### src/rtl/queue_fifo.sv
// ---------------------------------------------------------------------------
// queue_fifo
//
// Synchronous first-in first-out queue with registered read data and
// registered status flags.
//
// Ports:
//   clk        - single clock, all state changes on its rising edge
//   reset      - asynchronous, active-low; clears pointers, count and flags
//   push       - request to write push_data this cycle
//   pop        - request to read the oldest entry this cycle
//   push_data  - word written on an accepted push
//   pop_data   - registered word from the most recent accepted pop
//   empty      - high when no entries are stored
//   full       - high when DEPTH entries are stored
//   count      - number of stored entries, 0..DEPTH
//   overflow   - one-cycle pulse after a rejected push
//   underflow  - one-cycle pulse after a rejected pop
// ---------------------------------------------------------------------------
module queue_fifo #(
    parameter int DATA_WIDTH = 8,
    parameter int DEPTH      = 8,
    parameter int ADDR_WIDTH = 3
) (
    input  logic                  clk,
    input  logic                  reset,
    input  logic                  push,
    input  logic                  pop,
    input  logic [DATA_WIDTH-1:0] push_data,
    output logic [DATA_WIDTH-1:0] pop_data,
    output logic                  empty,
    output logic                  full,
    output logic [ADDR_WIDTH:0]   count,
    output logic                  overflow,
    output logic                  underflow
);

    localparam logic [ADDR_WIDTH:0] FULL_COUNT = (ADDR_WIDTH+1)'(DEPTH);

    // Storage is deliberately not reset; it is only ever read at rd_ptr,
    // which never points at a slot that was not written since reset.
    logic [DATA_WIDTH-1:0] mem [DEPTH];

    logic [ADDR_WIDTH-1:0] wr_ptr_q, wr_ptr_d;
    logic [ADDR_WIDTH-1:0] rd_ptr_q, rd_ptr_d;
    logic [ADDR_WIDTH:0]   count_q, count_d;
    logic [DATA_WIDTH-1:0] pop_data_q, pop_data_d;
    logic                  empty_q, empty_d;
    logic                  full_q, full_d;
    logic                  overflow_q, overflow_d;
    logic                  underflow_q, underflow_d;

    logic push_acc;
    logic pop_acc;

    // A pop only needs something to read. A push into a full queue is still
    // accepted when a pop in the same cycle frees the head slot.
    always_comb begin
        pop_acc  = pop && !empty_q;
        push_acc = push && (!full_q || pop_acc);
    end

    // Next-state computation for pointers, occupancy, flags and read data.
    // Flags are derived from the next count so they register together with
    // it and always agree with the count output.
    always_comb begin
        wr_ptr_d    = wr_ptr_q;
        rd_ptr_d    = rd_ptr_q;
        count_d     = count_q;
        pop_data_d  = pop_data_q;
        overflow_d  = push && !push_acc;
        underflow_d = pop && !pop_acc;

        if (push_acc) begin
            wr_ptr_d = wr_ptr_q + ADDR_WIDTH'(1);
        end

        if (pop_acc) begin
            rd_ptr_d   = rd_ptr_q + ADDR_WIDTH'(1);
            pop_data_d = mem[rd_ptr_q];
        end

        case ({push_acc, pop_acc})
            2'b10:   count_d = count_q + (ADDR_WIDTH+1)'(1);
            2'b01:   count_d = count_q - (ADDR_WIDTH+1)'(1);
            default: count_d = count_q;
        endcase

        empty_d = (count_d == '0);
        full_d  = (count_d == FULL_COUNT);
    end

    // Control and status registers, cleared asynchronously by reset.
    always_ff @(posedge clk or negedge reset) begin
        if (!reset) begin
            wr_ptr_q    <= '0;
            rd_ptr_q    <= '0;
            count_q     <= '0;
            pop_data_q  <= '0;
            empty_q     <= 1'b1;
            full_q      <= 1'b0;
            overflow_q  <= 1'b0;
            underflow_q <= 1'b0;
        end else begin
            wr_ptr_q    <= wr_ptr_d;
            rd_ptr_q    <= rd_ptr_d;
            count_q     <= count_d;
            pop_data_q  <= pop_data_d;
            empty_q     <= empty_d;
            full_q      <= full_d;
            overflow_q  <= overflow_d;
            underflow_q <= underflow_d;
        end
    end

    // Storage write; gated by reset so an edge seen while reset is held
    // low cannot sneak a write in.
    always_ff @(posedge clk) begin
        if (reset && push_acc) begin
            mem[wr_ptr_q] <= push_data;
        end
    end

    assign pop_data  = pop_data_q;
    assign empty     = empty_q;
    assign full      = full_q;
    assign count     = count_q;
    assign overflow  = overflow_q;
    assign underflow = underflow_q;

endmodule

### config.mk
export PLATFORM = sky130hd
export DESIGN_NAME = queue_fifo
export DESIGN_NICKNAME = d
export VERILOG_FILES = /design/src/rtl/queue_fifo.sv
export SDC_FILE = /design/constraint.sdc
export NUM_CORES = 1
export LEC_CHECK = 0
export ABC_AREA = 0
export CELL_PAD_IN_SITES_DETAIL_PLACEMENT = 0
export CELL_PAD_IN_SITES_GLOBAL_PLACEMENT = 1
export CORE_UTILIZATION = 53
export DETAILED_ROUTE_END_ITERATION = 7
export GPL_TIMING_DRIVEN = 1
export PLACE_DENSITY_LB_ADDON = 0.1
export REMOVE_ABC_BUFFERS = 1
export SLEW_MARGIN = 0
export SYNTH_ARGS = -nofsm -noshare
export SYNTH_HDL_FRONTEND = slang
export SYNTH_SLANG_ARGS = --single-unit
### constraint.sdc
create_clock -name clk -period 6.7 [get_ports clk]
set_input_delay 1.005 -clock clk [delete_from_list [all_inputs] [get_ports clk]]
set_output_delay 1.005 -clock clk [all_outputs]
set_load 0.03 [all_outputs]
==> flow_metrics.py, run 1 <==
metrics = {
    "grt": {
        "grtUsageMet2": 0.321,
        "gr-total-overflow": 0,
        "gr-usage-met3": 0.0368,
        "grt_antenna_before_repair": 0,
        "grt_most_used_layer": "met2",
        "grt_max_degree": 27,
        "grt_pass1_wl_um": 9580,
        "grt_use_total": 0.192,
        "grt_pass1_vias": 1829,
        "grtUsageMet1": 0.246,
    },
    "synth": {
        "yosysMostFrequentCell": "edfxtp_1",
        "synth-seq-cells": 86,
        "async_reset_ff_frac": 0.256,
        "postSynthAreaPerCell_um2": 18.0,
        "synth_top_area_frac": 0.551,
        "synthTopCellsByArea": "edfxtp_1 (55%), dfrtp_1 (15%), mux4_2 (5.8%), mux4_1 (5.3%), mux2i_1 (2.3%)",
        "syn_inst": 194,
        "yosys_warnings": 0,
        "synth-edff-count": 64,
        "synth_area_leader_cell": "edfxtp_1",
        "synth-seq-area-share": 0.709,
        "yosysUniqueCellTypes": 38,
        "syn_area_um2": 3490,
        "ys.flop_type": "edfxtp_1",
        "ys_top_cells_by_count": "edfxtp_1 (64), dfrtp_1 (21), nand2_1 (17), mux4_2 (9), o21ai_1 (9)",
    },
    "layout": {
        "design_area_um2": 4070,
        "drive_gt1_frac": 0.165,
        "num_antenna_cells": 0,
        "syn_to_final_growth_pct": 16.5,
        "fillers": 459,
        "nets": 243,
        "finalCoreUtilization": 0.640,
    },
    "placed_design": {
        "place.gp.congestion": 0.784,
        "dp_hpwl_um": 3810,
        "portBuffers": 27,
        "dpl_cell_area_um2": 3830,
    },
    "routing": {
        "via_per_inst": 5.72,
        "wirelength_um": 5970,
        "first_iter_violations": 119,
        "firstDrtPassIters": 4,
        "wl_per_cell_um": 19.4,
        "vias": 1761,
        "final_antenna_net_count": 0,
        "drc": 0,
    },
    "sta": {
        "setup_violations": 0,
        "finalHoldViolCount": 0,
        "period_needed_ns": 3.68,
        "fin_skew_ns": 0.0101,
        "grt_setup_unrepaired": "no",
        "period_share": 0.549,
        "setup_tns_ns": 0,
        "max_slew_margin": 0.358,
        "slew_violations": 0,
        "worstMarginPinSlew_ns": 0.963,
        "max_freq_mhz": 272,
    },
    "pwr": {
        "seqPwrFrac": 0.454,
        "ir_drop_v": 0.000260,
        "leakagePower_nw": 1.45,
        "p_switching_mw": 0.580,
        "p_int_mw": 1.17,
        "comb_power_share": 0.308,
        "powerDensity_nw_per_um2": 430,
        "p_sw_frac": 0.332,
        "clkPwrFrac": 0.238,
    },
    "die": {
        "initial_core_util": 0.550,
        "die_h_um": 83.2,
        "die_w_um": 83.2,
        "io_pins": 28,
        "die_area_um2": 6910,
        "num_rows": 29,
        "core-area_um2": 6350,
    },
    "cts": {
        "cts_sinks": 86,
        "post-cts-setup-buffers": 0,
        "htreeDepth": 3,
        "numCtsBuffers": 9,
        "cts_tree": "built",
        "path_clk_slew_ns": 0.09,
        "clock_latency_ns": 0.35,
        "cts_resized": 0,
        "cts-root-buf": "clkbuf_8",
        "cts_hold_buf": 0,
        "clk_path_buf_depth": 2,
    },
    "critical_path": {
        "crit_path_end_kind": "flop",
        "arrival_ns": 3.95,
        "crit_fanout": 21,
        "critPathRequiredTime_ns": 6.97,
        "crit_type": "in2reg",
        "worst_setup_path_start_kind": "input pin",
    },
    "run": {
        "maxCapViolCount": 0,
    },
    "worst_hold_path": {
        "hold_class": "reg2reg",
    },
    "outcome": {
        "outcome": "finished, final reports clean",
    },
}
-- routing by layer --
metal	vias up	part of all wire
met3	12	0.030
met1	896	0.42
met5	-	0
met4	0	0.021
li1	818	-
met2	35	0.52
-- layout make-up --
type,instances,area [µm²],area share
Multi-Input combinational cell,98,970,0.239
Timing Repair Buffer,28,278,0.0683
Sequential cell,86,2470,0.608
Clock inverter,7,113,0.0277
Tap cell,77,96.3,0.0237
Inverter,3,11.3,0.00277
Clock buffer,9,124,0.0305
-- kinds of logic after synthesis --
logic type,synth area share
simple gates,0.0627
xor+xnor,0.0176
mux,0.140
flops,0.709
buf+inv,0.0194
fa+ha+maj,0.0179
compound gates,0.0337
-- worst max-delay path, stage by stage --
cell	delay, ns
clkdlybuf4s50_1	0.47
nand2b_1	0.44
a21boi_2	0.46
inv_1	0.11
ha_1	0.27
xor2_1	0.18
ha_1	0.19
a21oi_1	0.17
xnor2_1	0.12
a211o_1	0.33
a211oi_2	0.19
-- power groups by stage --
stage	logic (mW)	registers, mW	clock network (mW)
finish	0.538	0.792	0.416
CTS	0.543	0.796	0.427
floorplan	0.296	0.857	0
global placement	0.530	0.801	0
global route	0.582	0.814	0.450
detailed placement	0.541	0.807	0
-- path summary, 6_finish.rpt --
kind,to,slack (ns),from,cells past startpoint
setup / recovery,empty$_DFF_PN1_,3.02,pop,11
hold reg to reg,pop_data[5]$_DFFE_PN0P_,0.49,pop_data[5]$_DFFE_PN0P_,2
hold / removal,pop_data[5]$_DFFE_PN0P_,0.49,pop_data[5]$_DFFE_PN0P_,2
max in group asynchronous,empty$_DFF_PN1_,5.38,reset,2
setup reg to reg,empty$_DFF_PN1_,3.69,empty$_DFF_PN1_,10
min in group asynchronous,pop_data[2]$_DFFE_PN0P_,1.02,reset,2
-- cell usage in the layout (no fill, tap or decap), types with 2 or more instances in the layout --
cell,n
mux4_1,7
nand2b_1,5
mux2_2,2
mux4_2,9
clkdlybuf4s50_1,27
inv_6,2
edfxtp_1,64
a211o_1,2
xnor2_1,5
nor2_1,5
nor3_2,4
clkbuf_8,9
nand2_1,17
inv_1,3
o21ai_1,9
bufinv_16,2
and2_1,2
xor2_1,2
mux2i_1,8
ha_1,5
dfrtp_1,21
-- registers in the layout (all words and copies together), names as in the netlist --
| signal | cells |
|---|---|
| overflow | 1 |
| rd_ptr_q | 3 |
| wr_ptr_q | 3 |
| underflow | 1 |
| mem | 64 |
| pop_data | 8 |
| empty | 1 |
| full | 1 |
| count | 4 |
-- per-stage QoR --
step           total power, mW  instances  worst slack, ns  hold WS, ns
4_1_cts                   1.77        308             3.03        0.506
6_report                  1.75        308             3.02        0.493
3_5_place_dp              1.35        292             2.66        0.485
5_1_grt                   1.85        308             2.76        0.527
2_1_floorplan             1.15        187             3.55        0.480
3_3_place_gp              1.33        292             2.79        0.471
(Power assumes the default switching activity.)
==> inputs of run 2 (changes only) <==
Settings changed: CORE_UTILIZATION 53 to 49.
Clock period 6.7 ns to 3.5 ns, I/O delays scaled along.
==> flow_metrics.py, run 2 (same netlist as run 1, synthesis figures left out) <==
metrics = {
    "die": {
        "die_area_um2": 7470,
        "num_rows": 30,
        "core-area_um2": 6830,
        "initial_core_util": 0.511,
        "die_w_um": 86.4,
        "io_pins": 28,
        "die_h_um": 86.4,
    },
    "routing": {
        "firstDrtPassIters": 4,
        "wirelength_um": 6230,
        "final_antenna_net_count": 0,
        "first_iter_violations": 79,
        "vias": 1796,
        "drc": 0,
        "via_per_inst": 5.35,
        "wl_per_cell_um": 18.6,
    },
    "sta": {
        "grt_setup_unrepaired": "no",
        "period_share": 0.761,
        "setup_violations": 0,
        "max_slew_margin": 0.296,
        "max_freq_mhz": 376,
        "finalHoldViolCount": 0,
        "worstMarginPinSlew_ns": 1.06,
        "fin_skew_ns": 0.00810,
        "slew_violations": 0,
        "setup_tns_ns": 0,
        "period_needed_ns": 2.66,
    },
    "cts": {
        "cts_sinks": 86,
        "clock_latency_ns": 0.35,
        "cts_hold_buf": 0,
        "htreeDepth": 3,
        "cts_tree": "built",
        "cts_resized": 0,
        "cts-root-buf": "clkbuf_8",
        "post-cts-setup-buffers": 0,
        "path_clk_slew_ns": 0.08,
        "clk_path_buf_depth": 2,
        "numCtsBuffers": 9,
    },
    "placed_design": {
        "dp_hpwl_um": 3900,
        "portBuffers": 27,
        "dpl_cell_area_um2": 3900,
        "place.gp.congestion": 0.741,
    },
    "pwr": {
        "ir_drop_v": 0.000318,
        "powerDensity_nw_per_um2": 818,
        "finalPower_mw": 3.39,
        "leakagePower_nw": 1.50,
    },
    "critical_path": {
        "path_delay_family": "compound AO/OA/AOI/OAI gates",
        "worst_setup_path_start_kind": "input pin",
        "cp_slowest_cell": "clkdlybuf4s50_1",
        "critical_path.max_stage_delay_ns": 0.47,
        "crit_fanout": 6,
        "crit_type": "in2reg",
        "critPathRequiredTime_ns": 3.77,
        "path_buf_inv": 2,
        "arrival_ns": 2.94,
        "cpMostUsedCell": "ha_1",
        "crit_path_end_kind": "flop",
        "crit_chain": "clkdlybuf4s50_1 -> nand2b_1 -> a21boi_2 -> inv_1 -> ha_1 -> xor2_1 -> ha_1 -> a21oi_1 -> xnor2_1 -> a211o_1 -> a211oi_2",
    },
    "run": {
        "maxCapViolCount": 0,
    },
    "layout": {
        "area.sequential_um2": 2470,
        "design_area_um2": 4140,
        "multi_input_area_um2": 950,
        "nets": 252,
        "drive_gt1_frac": 0.171,
        "layout_commonest_cell": "edfxtp_1",
        "fillers": 537,
        "largest_reg_flops": 64,
        "syn_to_final_growth_pct": 18.6,
        "mostFrequentLayoutCells": "edfxtp_1 (64), clkdlybuf4s50_1 (27), dfrtp_1 (21)",
        "regMostFlops": "mem",
        "num_antenna_cells": 0,
    },
    "worst_hold_path": {
        "hold_class": "reg2reg",
    },
    "grt": {
        "grt_pass1_wl_um": 9740,
        "grt_pass1_vias": 1847,
        "grt_max_degree": 21,
        "grt_antenna_before_repair": 0,
        "grt_use_total": 0.187,
        "gr-total-overflow": 0,
    },
    "outcome": {
        "outcome": "finished, final reports clean",
    },
}
## run 2: cell types whose count changed in the layout (fill, tap and decap cells not counted)
cell | previous run | this run
buf_4 | 1 | 10
bufinv_16 | 2 | 3
clkbuf_1 | 0 | 2
clkinv_4 | 0 | 1
clkinv_8 | 1 | 0
clkinvlp_4 | 1 | 0
inv_6 | 2 | 1
inv_8 | 1 | 0
nor3_1 | 1 | 5
nor3_2 | 4 | 0
## run 2: tightest hold or removal path: cells and delay by family (launching register included)
family           cells  cell delay, ns
flip-flops           1            0.35
AND/OR/NAND/NOR      1            0.05
AO/OA/AOI/OAI        1            0.06
## run 2: metal layers
layer	wire [µm]	GRT usage
met3	159	0.0352
met5	0	0
met2	3220	0.315
met1	2740	0.241
met4	112	0.0818
## run 2: path summary, 6_finish.rpt
kind	from	to	slack, ns	cells after the start
max in group asynchronous	reset	empty$_DFF_PN1_	2.32	2
min in group asynchronous	reset	pop_data[3]$_DFFE_PN0P_	0.52	1
worst min-delay path	pop_data[6]$_DFFE_PN0P_	pop_data[6]$_DFFE_PN0P_	0.49	2
worst max register to register	empty$_DFF_PN1_	empty$_DFF_PN1_	0.91	10
worst min register to register	pop_data[6]$_DFFE_PN0P_	pop_data[6]$_DFFE_PN0P_	0.49	2
worst max-delay path	pop	empty$_DFF_PN1_	0.84	11
## run 2: power breakdown
group,switching (mW),leakage [nW],internal [mW]
logic,0.488,0.532,0.551
clock network,0.348,0.118,0.479
registers,0.240,0.845,1.28
## run 2: through the flow
stage / utilization / std cells / hold slack, ns / worst slack (ns)
after global routing: 0.606 / 336 / 0.520 / 0.656
after floorplan: - / 187 / 0.229 / 0.808
final: 0.606 / 336 / 0.486 / 0.838
after CTS: 0.606 / 336 / 0.494 / 0.852
after detailed placement: 0.571 / 320 / 0.476 / 0.490
after global placement: 0.571 / 320 / 0.469 / 0.558
## run 2: cell type report
type,instances,share of cell area
flip-flops and latches,86,0.598
multi-input cells,98,0.229
repair buffers,37,0.0834
clock buffers,11,0.0317
well taps,96,0.0290
clock inverters,5,0.0260
inverters,3,0.00272
==> inputs of run 3 (changes only) <==
Settings changed: CORE_UTILIZATION 49 to 44.
Clock period 3.5 ns to 2.4 ns, I/O delays scaled along.
==> flow_metrics.py, run 3 (same netlist as run 1, synthesis figures left out) <==
metrics = {
    "cts": {
        "cts_resized": 0,
        "cts_sinks": 86,
        "clk_path_buf_depth": 2,
        "cts_hold_buf": 0,
        "post-cts-setup-buffers": 0,
        "cts-root-buf": "clkbuf_8",
        "htreeDepth": 3,
        "cts_tree": "built",
        "path_clk_slew_ns": 0.09,
        "clock_latency_ns": 0.35,
        "numCtsBuffers": 9,
    },
    "sta": {
        "max_freq_mhz": 447,
        "max_slew_margin": 0.616,
        "period_needed_ns": 2.24,
        "worstMarginPinSlew_ns": 0.576,
        "period_share": 0.933,
        "slew_violations": 0,
        "fin_skew_ns": 0.0110,
        "finalHoldViolCount": 0,
        "setup_violations": 0,
    },
    "routing": {
        "wl_per_cell_um": 18.5,
        "first_iter_violations": 142,
        "drc": 0,
        "firstDrtPassIters": 5,
        "wirelength_um": 6520,
        "final_antenna_net_count": 0,
        "via_per_inst": 5.21,
        "vias": 1835,
    },
    "critical_path": {
        "crit_start": "empty$_DFF_PN1_",
        "crit_path_end_kind": "flop",
        "arrival_ns": 2.52,
        "crit_fanout": 4,
        "r2r_end": "empty$_DFF_PN1_",
        "path_buf_inv": 1,
        "path_delay_family": "compound AO/OA/AOI/OAI gates",
        "crit_type": "reg2reg",
        "path_depth": 9,
        "cpMostUsedCell": "ha_1",
        "critPathRequiredTime_ns": 2.68,
        "rr_worst_depth": 9,
        "crit_chain": "nand2b_4 -> a21boi_2 -> inv_1 -> ha_1 -> xor2_1 -> ha_1 -> o22a_1 -> a211o_1 -> a211oi_2",
        "cp_slowest_cell": "dfstp_2",
        "worst_setup_path_start_kind": "flop",
        "r2r_slack_ns": 0.16,
        "r2r_start": "empty$_DFF_PN1_",
        "crit_path_end": "empty$_DFF_PN1_",
        "critical_path.max_stage_delay_ns": 0.39,
    },
    "pwr": {
        "powerDensity_nw_per_um2": 1180,
        "ir_drop_v": 0.000460,
        "finalPower_mw": 4.97,
        "leakagePower_nw": 1.56,
    },
    "die": {
        "core-area_um2": 7690,
        "die_h_um": 91.1,
        "io_pins": 28,
        "num_rows": 32,
        "die_area_um2": 8290,
        "die_w_um": 91.1,
        "initial_core_util": 0.454,
    },
    "outcome": {
        "outcome": "finished, final reports clean",
    },
    "run": {
        "maxCapViolCount": 0,
    },
    "grt": {
        "grt_max_degree": 26,
        "gr-total-overflow": 0,
        "grt_pass1_wl_um": 10200,
        "grt_antenna_before_repair": 0,
        "grt_pass1_vias": 1944,
        "grt_use_total": 0.172,
    },
    "layout": {
        "drive_gt1_frac": 0.232,
        "nets": 262,
        "syn_to_final_growth_pct": 21.3,
        "regMostFlops": "mem",
        "fin_cells": 352,
        "num_antenna_cells": 0,
        "layout_commonest_cell": "edfxtp_1",
        "fillers": 626,
        "mostFrequentLayoutCells": "edfxtp_1 (64), clkdlybuf4s50_1 (26), dfrtp_1 (21)",
        "largest_reg_flops": 64,
    },
    "placed_design": {
        "dp_hpwl_um": 4250,
        "place.gp.congestion": 0.777,
        "portBuffers": 27,
        "dpl.cell_count": 336,
    },
    "worst_hold_path": {
        "hold_class": "in2reg",
    },
}
-- run 3: worst reg2reg max path, cell delays in order, from the launching register on --
cell	delay [ns]
dfstp_2	0.39
nand2b_4	0.16
a21boi_2	0.15
inv_1	0.07
ha_1	0.22
xor2_1	0.16
ha_1	0.32
o22a_1	0.16
a211o_1	0.31
a211oi_2	0.23
-- run 3: report_power, final --
part | internal [mW] | switching [mW] | total, mW
registers | 1.87 | 0.217 | 2.08
clock network | 0.589 | 0.514 | 1.10
logic | 0.892 | 0.893 | 1.79
total | 3.35 | 1.62 | 4.97
-- run 3: metrics by stage --
step | hold WS, ns | util | setup TNS (ns) | worst slack [ns] | cell area [µm²]
final | 0.334 | 0.551 | 0 | 0.161 | 4230
after global routing | 0.331 | 0.551 | -0.0124 | -0.0124 | 4230
after CTS | 0.409 | 0.547 | 0 | 0.0210 | 4200
after detailed placement | 0.475 | 0.518 | -1.06 | -0.341 | 3980
after global placement | 0.466 | 0.518 | -0.495 | -0.184 | 3980
after floorplan | 0.0644 | - | -0.788 | -0.292 | 3430
-- run 3: how the worst min path moves through the flow --
| stage | cells after the start | end | slack, ns | startpoint |
|---|---|---|---|---|
| after global placement | 2 | pop_data[0]$_DFFE_PN0P_ | 0.47 | pop_data[0]$_DFFE_PN0P_ |
| final | 2 | underflow$_DFF_PN0_ | 0.33 | pop |
| after global routing | 2 | underflow$_DFF_PN0_ | 0.33 | pop |
| after floorplan | 0 | count[0]$_DFF_PN0_ | 0.06 | reset |
| after detailed placement | 2 | pop_data[5]$_DFFE_PN0P_ | 0.48 | pop_data[5]$_DFFE_PN0P_ |
| after CTS | 2 | wr_ptr_q[2]$_DFFE_PN0P_ | 0.41 | reset |
-- run 3: metal layers --
metal,track usage,vias up,part of all wire
li1,-,854,-
met1,0.208,935,0.43
met4,0.0754,0,0.015
met3,0.0327,12,0.031
met5,0,-,0
met2,0.301,34,0.53
-- run 3: cell type report --
cell class	instances	area [µm²]	area share
inverter	3	11.3	0.00266
clock buffer	9	124	0.0293
timing repair buffer	47	423	0.0999
tap	102	128	0.0302
clock inverter	7	96.3	0.0228
sequential	86	2470	0.584
multi-input combinational	98	977	0.231
